## config.mk

```make
export PLATFORM = sky130hd
export DESIGN_NAME = mult
export DESIGN_NICKNAME = d
export VERILOG_FILES = /design/src/rtl/std_fp_mult_iter_pkg.sv /design/src/rtl/std_fp_mult_iter_mult.sv /design/src/rtl/std_fp_mult_iter.sv
export SDC_FILE = /design/constraint.sdc
export NUM_CORES = 1
export LEC_CHECK = 0
export CAP_MARGIN = 20
export CELL_PAD_IN_SITES_DETAIL_PLACEMENT = 1
export CELL_PAD_IN_SITES_GLOBAL_PLACEMENT = 1
export CORE_MARGIN = 1
export CORE_UTILIZATION = 42
export DETAILED_ROUTE_END_ITERATION = 6
export PLACE_DENSITY = 0.83
export SLEW_MARGIN = 20
export SYNTH_ARGS = -nofsm -noshare
export SYNTH_HDL_FRONTEND = slang
export SYNTH_SLANG_ARGS = --single-unit
```

## constraint.sdc

```tcl
create_clock -name clk -period 2.5 [get_ports clk]
set_clock_uncertainty 0.05 [all_clocks]
set_input_delay 0.25 -clock clk [delete_from_list [all_inputs] [get_ports clk]]
set_output_delay 0.25 -clock clk [all_outputs]
set_load 0.005 [all_outputs]
```

## src/rtl/std_fp_mult_iter_pkg.sv

```systemverilog
// Shared types for the iterative fixed-point multiplier.
// Holds the controller state encoding used by the datapath top.
package std_fp_mult_iter_pkg;

  typedef enum logic {
    IDLE = 1'b0,
    BUSY = 1'b1
  } state_t;

endpackage

```

## src/rtl/std_fp_mult_iter_mult.sv

```systemverilog
// 8-bit integer wrapper around the iterative multiplier for the evaluation harness.
// Mirrors the 8-bit divider wrapper: no done output is exposed.
module mult (
  input  logic       go,
  input  logic       clk,
  input  logic       reset,
  input  logic [7:0] left,
  input  logic [7:0] right,
  output logic [7:0] out
);

  std_fp_mult_iter #(
    .WIDTH     (8),
    .INT_WIDTH (8),
    .FRAC_WIDTH(0)
  ) u_core (
    .clk  (clk),
    .reset(reset),
    .go   (go),
    .left (left),
    .right(right),
    .out  (out),
    .done ()
  );

endmodule

```

## src/rtl/std_fp_mult_iter.sv

```systemverilog
// Iterative unsigned fixed-point shift-and-add multiplier, one partial product per cycle.
// go/done handshake; the result is truncated to the operand fixed-point format.
module std_fp_mult_iter
  import std_fp_mult_iter_pkg::*;
#(
  parameter int WIDTH      = 32,
  parameter int INT_WIDTH  = 16,
  parameter int FRAC_WIDTH = 16
) (
  input  logic             clk,
  input  logic             reset,
  input  logic             go,
  input  logic [WIDTH-1:0] left,
  input  logic [WIDTH-1:0] right,
  output logic [WIDTH-1:0] out,
  output logic             done
);

  localparam int IDX_W = $clog2(WIDTH) + 1;

  if (INT_WIDTH + FRAC_WIDTH != WIDTH) begin : g_bad_format
    $error("std_fp_mult_iter: INT_WIDTH + FRAC_WIDTH must equal WIDTH");
  end

  state_t           state, state_next;
  logic [IDX_W-1:0] idx, idx_next;
  logic [WIDTH-1:0] mcand, mcand_next;
  logic [WIDTH:0]   acc, acc_next;
  logic [WIDTH-1:0] low, low_next;
  logic [WIDTH-1:0] out_next;
  logic             done_next;

  logic             running;
  logic             finished;
  logic [WIDTH:0]   acc_sum;
  logic [2*WIDTH:0] stepped;

  assign running  = (state == BUSY);
  assign finished = running && (idx == IDX_W'(WIDTH - 1));

  always_ff @(posedge clk or posedge reset) begin
    if (reset) begin
      state <= IDLE;
      idx   <= '0;
      mcand <= '0;
      acc   <= '0;
      low   <= '0;
      out   <= '0;
      done  <= 1'b0;
    end else begin
      state <= state_next;
      idx   <= idx_next;
      mcand <= mcand_next;
      acc   <= acc_next;
      low   <= low_next;
      out   <= out_next;
      done  <= done_next;
    end
  end

  always_comb begin
    state_next = state;
    idx_next   = idx;
    mcand_next = mcand;
    acc_next   = acc;
    low_next   = low;
    out_next   = out;
    done_next  = 1'b0;

    // Carry out of the add lands in acc[WIDTH] and is shifted down with the rest.
    acc_sum = low[0] ? (acc + {1'b0, mcand}) : acc;
    stepped = {acc_sum, low} >> 1;

    unique case (state)
      IDLE: begin
        if (go) begin
          if (left == '0 || right == '0) begin
            out_next  = '0;
            done_next = 1'b1;
          end else begin
            mcand_next = left;
            low_next   = right;
            acc_next   = '0;
            idx_next   = '0;
            state_next = BUSY;
          end
        end
      end
      BUSY: begin
        {acc_next, low_next} = stepped;
        idx_next             = idx + IDX_W'(1);
        if (finished) begin
          out_next   = stepped[WIDTH+FRAC_WIDTH-1:FRAC_WIDTH];
          done_next  = 1'b1;
          state_next = IDLE;
        end
      end
      default: state_next = IDLE;
    endcase
  end

endmodule
```

# [Yosys cells after proc, flatten, opt, wreduce, memory -nomap -nowiden]
# Cells that the tools add are included.
[classes] bitwise_logic=2 n_addsub=2 eq_ne=5 mux=18 reduce_logical=7
[ops] operator="2-to-1 mux 8 bit" n=5
[ops] operator="case mux 8 bit (2 select lines)" n=2
[ops] operator="2-to-1 mux 9 bit" n=3
[ops] operator="case mux 9 bit (2 select lines)" n=1
[ops] operator="zero test 8 bit" n=2
[ops] operator="adder 9 x 8 -> 9 bit" n=1
[ops] operator="2-to-1 mux 4 bit" n=2
[ops] operator="case mux 4 bit (2 select lines)" n=1
[ops] operator="!= test 2 bit (second input constant)" n=3
[ops] operator="AND reduction 3 bit" n=2
[ops] operator="adder 4 x 1 -> 4 bit (second input constant)" n=1
[ops] operator="== test 4 x 3 -> 1 bit (second input constant)" n=1
[ops] operator="2-to-1 mux 1 bit" n=3
[ops] operator="!= test 2 x 1 -> 1 bit (second input constant)" n=1
[ops] operator="NOT 1 bit" n=2
[ops] operator="case mux 1 bit (2 select lines)" n=1
[ops] operator="AND reduction 2 bit" n=1
[ops] operator="logical AND 1 bit" n=1
[ops] operator="logical OR 1 bit" n=1
[word_totals] input_bits=19 wordCells=40 out_inout_bits=8 ff_bits=38

# [Logic depth before layout (Yosys ltp)]
# Gate-level depths: netlist of run 1.
[logic_depth] ltp_word=5 mapped_depth=8 mapped_depth_nobuf=8

# [Least setup slack after synthesis of run 1]
# Ideal clock, no wire load.
[synth_timing] kind="register -> register" from="reg u_core.acc[0]" to="reg u_core.acc[7]" stages_incl_launch_ff=9 setup_slack_ps=710 t_arrival_ps=1645 synth_period_minus_slack_ps=1790 path_buffers=0 setup_ps=95 required_time_ps=2355 cell_sequence="dfrtp_1 ha_1 inv_1 fa_1 nand2b_1 a21oi_1 a211o_1 a211oi_1 o31ai_1"
[synth_via] elab_chain_len=3
[synth_lines] element="start, declared" line_no="std_fp_mult_iter.sv:28" text="logic [WIDTH:0] acc, acc_next;"
[synth_lines] element="start signal, assigned" line_no="std_fp_mult_iter.sv:54" text="acc <= acc_next;"
[synth_lines] element="adder 9 x 8 -> 9 bit" line_no="std_fp_mult_iter.sv:71" text="acc_sum = low[0] ? (acc + {1'b0, mcand}) : acc;"
[synth_lines] element="2-to-1 mux 9 bit" line_no="std_fp_mult_iter.sv:71"
[synth_lines] element="case mux 9 bit (2 select lines)" line_no="std_fp_mult_iter.sv:74" text="unique case (state)"
# No other way between the ends.
# A chain may end at the register's enable or synchronous reset.

# [Worst setup path after layout of run 1]
# Ends and elaborated chain as after synthesis.

==> qor.yml, run 1 <==
synth_compound_area_share_pct: 19.5
synth_adder_area_share_pct: 7.11
max-vdd-ir-drop_v: 0.000520
path_delay_family: "compound AO/OA/AOI/OAI gates"
cts.htree.levels: 2
hold_viol_final: 0
critical_path_class: "register to register"
nNetsFinal: 225
die_w_um: 68.6
worstMarginPinSlew_ps: 668
placed_cell_area_um2: 2180
maxSlewHeadroom_pct: 55.4
hold_buffers: 0
period_needed_ps: 2050
insertion_delay_ps: 290
numCtsBuffers: 5
drt_wl_total_um: 4420
cts_root_buffer: "clkbuf_8"
drc: 0
ctsResizeCount: 0
synth_warnings: 0
drtIter0Drc: 77
grt_pass1_vias: 1569
p_leak_nw: 1.02
slew_violations: 0
synth_top_family_by_area: "compound AO/OA/AOI/OAI gates"
final_common_cell: "dfrtp_1"
run_status: "finished, final reports clean"
grtUsageMet3_pct: 5.26
synth_edf_count: 0
cp.depth: 8
synthSimpleGateAreaFrac_pct: 10.9
crit_path_start: "u_core.acc[0]"
initial_utilization_pct: 45.0
cts.sinks: 37
num_rows: 23
die_area_um2: 4710
drive_above_1_share_pct: 12.8
synthCells: 165
grt_pass1_wl_um: 7330
finalSetupViolations: 0
crit_fanout: 3
use_met2_pct: 38.7
postCtsSetupBuffers: 0
slowest_delay_ps: 410
muxShareOfSynthArea_pct: 6.57
rrSetupSlack_ps: 450
yosys.cell_types.count: 33
synth-main-ff-cell: "dfrtp_1"
final_area_um2: 2260
dpl.hpwl_um: 3320
grt-ovfl-total: 0
io_pins: 27
syn_area_per_cell_um2: 11.3
viasPerCell: 5.70
cap_viol_max_count: 0
layout_worst_path_cycle_share_pct: 82.1
max_freq_ghz: 0.487
syn_to_final_growth_pct: 21.4
cellPowerDensity_nw_per_um2: 1330
antenna_found_initial: 0
crit_buf_inv: 1
port_buffers: 26
busiest_layer: "met2"
fin_setup_tns_ps: 0
worstReg2RegEnd: "u_core.acc[7]"
antenna_cells: 0
met1_usage_pct: 25.2
grtUsageTotal_pct: 22.1
globalplace.congestion: 0.832
fp.dieH_um: 68.6
synth_nets: 194
synth-xor-area-share_pct: 2.82
rsz0062_at_grt: "no"
num_vias: 1401
slowest_stage: "fa_1"
synth_area_um2: 1870
firstDrtPassIters: 4
ys_seq_elements: 37
seq_area_frac_synth_pct: 49.6
core_area_um2: 4140
clk_pin_slew_worst_paths_ps: 70
critPathCapture: "u_core.acc[7]"
ant_nets: 0
worstSetupStartpointType: "register"
grt_max_degree: 38
reg2regPathDepth: 8
post_drt_wl_per_cell_um: 18.0
worstPathCellList: "ha_1 > inv_1 > fa_1 > nand2b_1 > a21oi_1 > a211o_1 > a211oi_1 > o31ai_1"
r2r-start: "u_core.acc[0]"
clk_path_buf_depth: 2
final_cell_mix: "37 x dfrtp_1, 26 x clkdlybuf4s50_1, 22 x nand2_1, 12 x a22o_1, 11 x a22oi_1"
critPathRequiredTime_ps: 2660
arrival_ps: 2210
cts_tree: "yes"
hold_path_class: "input pin to asynchronous set/reset pin"
endpoint_kind: "register"
async_flop_share_pct: 100
## final cells by class
class / instances / area (um^2)
fill: 455 / 1880
sequential: 37 / 926
multi-input combinational: 116 / 873
timing repair buffer: 31 / 298
clock buffer: 7 / 86.3
tap: 50 / 62.6
inverter: 5 / 18.8
## metrics by stage
stage / utilization [%] / std cells / hold WS, ps / worst slack, ps / power [W]
finish: 54.6 / 246 / 320 / 446 / 0.00300
global route: 54.6 / 246 / 407 / 320 / 0.00327
CTS: 54.6 / 246 / 338 / 420 / 0.00304
detailed placement: 52.6 / 239 / 441 / 215 / 0.00259
global placement: 52.6 / 239 / 435 / 209 / 0.00246
floorplan: - / 165 / 317 / 710 / 0.00213
## synth_stat cells (all sizes together), types with 2 or more instances
cell / count / area, um^2
o21ai: 11 / 58.8
a22o: 12 / 105
a21oi: 6 / 30.0
nor4: 4 / 25.0
a22oi: 11 / 82.6
a211oi: 2 / 15.0
xor2: 2 / 17.5
nor2: 4 / 15.0
nand2: 22 / 82.6
nor2b: 2 / 12.5
o211ai: 2 / 15.0
dfrtp: 37 / 926
clkbuf: 3 / 11.3
xnor2: 4 / 35.0
nand2b: 2 / 12.5
a31oi: 2 / 12.5
inv: 5 / 18.8
ha: 9 / 113
buf: 4 / 36.3
a21o: 2 / 15.0
mux2: 10 / 113
## worst register-to-register path, cell delays in order (launching register included)
cell and delay, ps:
dfrtp_1 390, ha_1 210, inv_1 70, fa_1 410, nand2b_1 190, a21oi_1 160
a211o_1 180, a211oi_1 90, o31ai_1 230
## report_power, final
| part | leakage (nW) | switching, W | internal [W] |
|---|---|---|---|
| Sequential | 0.454 | 0.000253 | 0.000891 |
| Clock | 0.0443 | 0.000205 | 0.000219 |
| Combinational | 0.520 | 0.000684 | 0.000750 |
## per-layer routing
metal  wire length (um)  vias to the layer above
met5                  0                        -
met2               2300                       18
li1                   -                      668
met1               1890                      704
met3                115                       11
met4                114                        0
## worst min-delay path by stage
stage | start | cells after the start | endpoint | slack (ps)
4_1_cts | reset | 3 | u_core.acc[1] | 340
5_1_grt | reset | 3 | u_core.low[7] | 410
6_report | reset | 3 | u_core.acc[0] | 320
3_5_place_dp | u_core.out[3] | 1 | u_core.out[3] | 440
3_3_place_gp | u_core.out[1] | 1 | u_core.out[1] | 440
2_1_floorplan | left[1] | 2 | u_core.mcand[1] | 320
## flip-flops by register name (all words and copies together), names as in the netlist
signal,flops
u_core.mcand,8
u_core.idx,4
u_core.out,8
u_core.running,1
u_core.low,8
u_core.acc,8
## cell families after synthesis
kind of cell,Yosys count
buf+inv,12
xor+xnor,6
compound gates,51
mux,11
simple gates,38
flops,37
fa+ha+maj,10
Power figures use the tool's default switching activity.
==> run 2: changes to the inputs <==
CORE_UTILIZATION = 38   (was 42)
PLACE_DENSITY = 0.79   (was 0.83)
clock period = 1.8 ns   (was 2.5 ns; I/O delays follow)
==> run 2 against run 1 <==
- count of clock-buffer cells in the layout shrank 2
- register-to-register slack got worse by 530 ps
- the run now ends with DRC, setup timing left
- largest power group unchanged
- first-iteration DRC count is 47% higher
- total power grew 62%
==> qor.yml, run 2 (synthesis results as in run 1) <==
layout_worst_path_cycle_share_pct: 105  # was 82.1%
worstSetupStartpointType: "register"  # unchanged
antenna_found_initial: 0  # unchanged
hold_buffers: 0  # unchanged
cts_root_buffer: "clkbuf_8"  # unchanged
final_area_um2: 2580  # was 2260 um^2
hold_viol_final: 0  # unchanged
hold_path_class: "input pin to asynchronous set/reset pin"  # unchanged
antenna_cells: 0  # unchanged
firstDrtPassIters: 7  # was 4
cellPowerDensity_nw_per_um2: 1880  # was 1330 nW/um^2
grt-ovfl-total: 0  # unchanged
initial_utilization_pct: 39.5  # was 45.0%
viasPerCell: 5.38  # was 5.70
run_status: "finished with violations"  # was finished, final reports clean
dpl.cell_count: 277  # was 239
critPathRequiredTime_ps: 1960  # was 2660 ps
post_drt_wl_per_cell_um: 18.4  # was 18.0 um
drtIter0Drc: 113  # was 77
fillers: 507  # was 455
max_freq_ghz: 0.530  # was 0.487 GHz
num_vias: 1549  # was 1401
slew_violations: 0  # unchanged
numCtsBuffers: 5  # unchanged
arrival_ps: 2040  # was 2210 ps
layout.cells.non_filler: 288  # was 246
clk_path_buf_depth: 2  # unchanged
die_w_um: 72.1  # was 68.6 um
slowest_delay_ps: 390  # was 410 ps
final_cell_mix: "37 x dfrtp_1, 29 x buf_4, 26 x clkdlybuf4s50_1, 21 x nand2_1, 12 x a22o_1"  # was 37 x dfrtp_1, 26 x clkdlybuf4s50_1, 22 x nand2_1, 12 x a22o_1, 11 x a22oi_1
slowest_stage: "dfrtp_1"  # was fa_1
insertion_delay_ps: 300  # was 290 ps
io_pins: 27  # unchanged
final_common_cell: "dfrtp_1"  # unchanged
endpoint_kind: "register"  # unchanged
busiest_layer: "met2"  # unchanged
cts.sinks: 37  # unchanged
comb_power_share_pct: 51.6  # was 47.8%
seq_power_share_pct: 33.1  # was 38.1%
cts.htree.levels: 2  # unchanged
grtUsageMet3_pct: 5.14  # was 5.26%
fin_ws_ps: -85.4  # was 446 ps
grt_pass1_wl_um: 8580  # was 7330 um
finalSetupViolations: 3  # was 0
grtUsageTotal_pct: 22.3  # was 22.1%
cap_viol_max_count: 0  # unchanged
num_rows: 25  # was 23
fin_setup_tns_ps: -118  # was 0 ps
worstPathCellList: "ha_2 > inv_2 > fa_2 > nand2b_4 > a21oi_2 > a211o_1 > a211oi_1 > o31ai_1"  # was ha_1 > inv_1 > fa_1 > nand2b_1 > a21oi_1 > a211o_1 > a211oi_1 > o31ai_1
dpl.hpwl_um: 3700  # was 3320 um
p_leak_nw: 1.16  # was 1.02 nW
netSwitchingPower_w: 0.00185  # was 0.00114 W
rsz0062_at_grt: "yes"  # was no
syn_to_final_growth_pct: 38.4  # was 21.4%
globalplace.congestion: 0.801  # was 0.832
maxSlewHeadroom_pct: 68.3  # was 55.4%
met1_usage_pct: 26.2  # was 25.2%
ant_nets: 0  # unchanged
switching_share_pct: 38.1  # was 38.0%
die_area_um2: 5190  # was 4710 um^2
drc: 2  # was 0
crit_buf_inv: 1  # unchanged
critical_path_class: "register to register"  # unchanged
clk_pin_slew_worst_paths_ps: 80  # was 70 ps
period_needed_ps: 1890  # was 2050 ps
core_area_um2: 4720  # was 4140 um^2
nNetsFinal: 249  # was 225
fp.dieH_um: 72.1  # was 68.6 um
use_met2_pct: 39.6  # was 38.7%
path_delay_family: "compound AO/OA/AOI/OAI gates"  # unchanged
violations: "DRC, setup timing"
drive_above_1_share_pct: 29.9  # was 12.8%
crit_fanout: 2  # was 3
placed_cell_area_um2: 2360  # was 2180 um^2
grt_pass1_vias: 1670  # was 1569
port_buffers: 26  # unchanged
p_int_w: 0.00301  # was 0.00186 W
max-vdd-ir-drop_v: 0.00113  # was 0.000520 V
drt_wl_total_um: 5300  # was 4420 um
grt_max_degree: 38  # unchanged
worstMarginPinSlew_ps: 476  # was 668 ps
cts_tree: "yes"  # unchanged
p_clk_share_pct: 15.3  # was 14.1%
==> run 2: power groups by stage <==
stage	Clock [W]	Sequential, W	Combinational, W
2_1_floorplan	0	0.00147	0.00149
3_3_place_gp	0	0.00157	0.00210
3_5_place_dp	0	0.00160	0.00228
4_1_cts	0.000767	0.00159	0.00243
5_1_grt	0.000794	0.00165	0.00278
6_report	0.000745	0.00161	0.00251
==> run 2: layer usage <==
metal | wire length (um) | vias up | part of all wire [%]
met1 | 2190 | 798 | 41
met4 | 75 | 0 | 1.4
met5 | 0 | - | 0
met2 | 2870 | 30 | 54
li1 | - | 715 | -
met3 | 165 | 6 | 3.1
==> run 2: timing repair <==
item / CTS / global route
endpoints found under the setup margin: 18 / 22
pin swaps: 6 / 3
resized for setup: 11 / 9
buffers inserted: 1 / 2
==> run 2: layout make-up <==
cell class                      instances  area (um^2)  share of cell area [%]
Tap cell                               67         83.8                    3.25
Clock inverter                          3         43.8                    1.70
Sequential cell                        37          926                    35.9
Timing Repair Buffer                   55          478                    18.5
Clock buffer                            5         68.8                    2.66
Inverter                                5         18.8                   0.727
Multi-Input combinational cell        116          963                    37.3
==> run 2: worst paths after layout <==
check                                 from             to  slack (ps)  depth (start not counted)
max                        u_core.mcand[0]  u_core.acc[7]         -90                          8
min                                  reset  u_core.acc[0]         240                          3
max reg2reg                u_core.mcand[0]  u_core.acc[7]         -90                          8
min reg2reg                  u_core.out[4]  u_core.out[4]         460                          1
max in group asynchronous            reset  u_core.acc[3]        1120                          3
min in group clk             u_core.out[4]  u_core.out[4]         460                          1
==> run 2: stage by stage <==
| step | total power [W] | setup WS (ps) | utilization [%] | hold slack, ps |
|---|---|---|---|---|
| finish | 0.00486 | -85.4 | 54.7 | 235 |
| global route | 0.00523 | -143 | 54.7 | 294 |
| CTS | 0.00479 | -86.5 | 53.2 | 253 |
| detailed placement | 0.00388 | -272 | 49.9 | 436 |
| global placement | 0.00366 | -169 | 49.9 | 432 |
| floorplan | 0.00296 | 10.0 | - | 247 |
==> run 2: worst register-to-register path, stage by stage, from the launching register on <==
cell and delay [ps]:
dfrtp_1 390, ha_2 210, inv_2 40, fa_2 340
nand2b_4 160, a21oi_2 170, a211o_1 160, a211oi_1 90
o31ai_1 200
==> run 3: changes to the inputs <==
CORE_UTILIZATION = 40   (was 38)
CTS_BUF_LIST = sky130_fd_sc_hd__clkbuf_4   (was not set)
PLACE_DENSITY = 0.83   (was 0.79)
==> run 3 against run 2 <==
- via count shrank 0.84%
- largest cell class unchanged
- critical path depth is the same
- the run ends with setup timing left
- design area shrank 2.6%
- first-iteration DRC count shrank 25%
- largest power group unchanged
- global-route usage grew 0.76 points
- sequential power is essentially flat
- sequential share of layout area grew 0.96 points
- critical path type unchanged
==> qor.yml, run 3 (synthesis results as in run 1) <==
dpl.hpwl_um: 3500  # was 3700 um
antenna_cells: 0  # unchanged
insertion_delay_ps: 350  # was 300 ps
globalplace.congestion: 0.793  # was 0.801
p_leak_nw: 1.14  # was 1.16 nW
crit_buf_inv: 1  # unchanged
slowest_delay_ps: 420  # was 390 ps
core_area_um2: 4410  # was 4720 um^2
maxSlewHeadroom_pct: 67.3  # was 68.3%
finalSetupViolations: 3  # unchanged
grt_pass1_wl_um: 8710  # was 8580 um
critical_path_class: "register to register"  # unchanged
place_ws_ps: -361  # was -272 ps
final_area_um2: 2510  # was 2580 um^2
period_needed_ps: 1910  # was 1890 ps
p_clk_share_pct: 11.9  # was 15.3%
seq_power_share_pct: 33.5  # was 33.1%
num_rows: 24  # was 25
fin_ws_ps: -114  # was -85.4 ps
switching_share_pct: 38.8  # was 38.1%
fp.dieH_um: 70.3  # was 72.1 um
drtIter0Drc: 85  # was 113
max-vdd-ir-drop_v: 0.000755  # was 0.00113 V
hold_ws_ps: 177  # was 235 ps
violations: "setup timing"  # was DRC, setup timing
p_int_w: 0.00293  # was 0.00301 W
ant_nets: 0  # unchanged
grt_pass1_vias: 1712  # was 1670
drive_above_1_share_pct: 29.2  # was 29.9%
cap_viol_max_count: 0  # unchanged
path_delay_family: "compound AO/OA/AOI/OAI gates"  # unchanged
comb_power_share_pct: 54.6  # was 51.6%
final_common_cell: "dfrtp_1"  # unchanged
initial_utilization_pct: 42.3  # was 39.5%
grt-ovfl-total: 0  # unchanged
final_cell_mix: "37 x dfrtp_1, 28 x buf_4, 26 x clkdlybuf4s50_1, 22 x nand2_1, 12 x a22o_1"  # was 37 x dfrtp_1, 29 x buf_4, 26 x clkdlybuf4s50_1, 21 x nand2_1, 12 x a22o_1
die_w_um: 70.3  # was 72.1 um
layout_worst_path_cycle_share_pct: 106  # was 105%
hold_viol_final: 0  # unchanged
worstSetupStartpointType: "register"  # unchanged
port_buffers: 26  # unchanged
cts_tree: "yes"  # unchanged
drt_wl_total_um: 5160  # was 5300 um
max_freq_ghz: 0.523  # was 0.530 GHz
crit_fanout: 2  # unchanged
drc: 0  # was 2
cellPowerDensity_nw_per_um2: 1910  # was 1880 nW/um^2
hold_path_class: "input pin to asynchronous set/reset pin"  # unchanged
grtUsageTotal_pct: 23.0  # was 22.3%
post_drt_wl_per_cell_um: 19.0  # was 18.4 um
nNetsFinal: 248  # was 249
rsz0062_at_grt: "yes"  # unchanged
cts_root_buffer: "clkbuf_4"  # was clkbuf_8
grt_max_degree: 38  # unchanged
total_power_w: 0.00479  # was 0.00486 W
clk_path_buf_depth: 2  # unchanged
worstPathCellList: "ha_2 > inv_2 > fa_2 > nand2b_4 > a21oi_2 > a211o_1 > a211oi_2 > o31ai_1"  # was ha_2 > inv_2 > fa_2 > nand2b_4 > a21oi_2 > a211o_1 > a211oi_1 > o31ai_1
endpoint_kind: "register"  # unchanged
clk_pin_slew_worst_paths_ps: 120  # was 80 ps
slew_violations: 0  # unchanged
viasPerCell: 5.67  # was 5.38
cts.htree.levels: 2  # unchanged
numCtsBuffers: 5  # unchanged
antenna_found_initial: 0  # unchanged
netSwitchingPower_w: 0.00186  # was 0.00185 W
run_status: "finished with violations"  # unchanged
num_vias: 1536  # was 1549
firstDrtPassIters: 4  # was 7
hold_buffers: 0  # unchanged
die_area_um2: 4940  # was 5190 um^2
arrival_ps: 2100  # was 2040 ps
io_pins: 27  # unchanged
syn_to_final_growth_pct: 34.8  # was 38.4%
cts.sinks: 37  # unchanged
critPathRequiredTime_ps: 1980  # was 1960 ps
worstMarginPinSlew_ps: 491  # was 476 ps
placed_cell_area_um2: 2350  # was 2360 um^2
slowest_stage: "dfrtp_1"  # unchanged
==> run 3: final timing paths <==
check	start	end	slack, ps	depth (start not counted)
worst min register to register	u_core.out[0]	u_core.out[0]	470	1
worst min-delay path	reset	u_core.acc[1]	180	3
min in group clk	left[1]	u_core.mcand[1]	390	3
max in group asynchronous	reset	u_core.acc[7]	1170	3
worst max-delay path	u_core.acc[0]	u_core.acc[7]	-110	8
worst max register to register	u_core.acc[0]	u_core.acc[7]	-110	8
==> run 3: area by class of cell <==
type	count	area, um^2
clock buffers	5	37.5
clock inverters	2	35.0
fillers	471	1900
inverters	5	18.8
multi-input cells	116	962
flip-flops and latches	37	926
well taps	52	65.1
repair buffers	54	470
==> run 3: power groups by stage <==
stage               registers [W]  clock network [W]  logic, W
floorplan                 0.00147                  0   0.00149
global placement          0.00156                  0   0.00209
detailed placement        0.00160                  0   0.00223
CTS                       0.00160           0.000582   0.00253
global route              0.00165           0.000613   0.00286
finish                    0.00160           0.000570   0.00262
==> run 3: layer usage <==
layer,track usage (%),vias to the layer above,share of wire (%)
li1,-,713,-
met1,27.0,789,42
met2,40.8,26,53
met3,6.06,8,2.9
met4,7.11,0,1.6
met5,0,-,0
==> run 3: tightest hold or removal path, cell delays in order <==
cell and delay (ps):
clkdlybuf4s50_1 390, inv_1 50, buf_4 410
==> run 3: stage by stage <==
stage,utilization [%],setup TNS (ps),std cells
4_1_cts,56.5,-155,271
2_1_floorplan,-,0,165
5_1_grt,57.0,-498,271
3_5_place_dp,53.1,-9140,263
3_3_place_gp,53.1,-5420,263
6_report,57.0,-174,271
==> run 3: timing repair <==
action / 4_1_cts / 5_1_grt
resized for setup: 14 / 4
pin swaps: 5 / 6
endpoints found under the setup margin: 7 / 24
buffers inserted: 1 / 0
gates cloned: 0 / 0
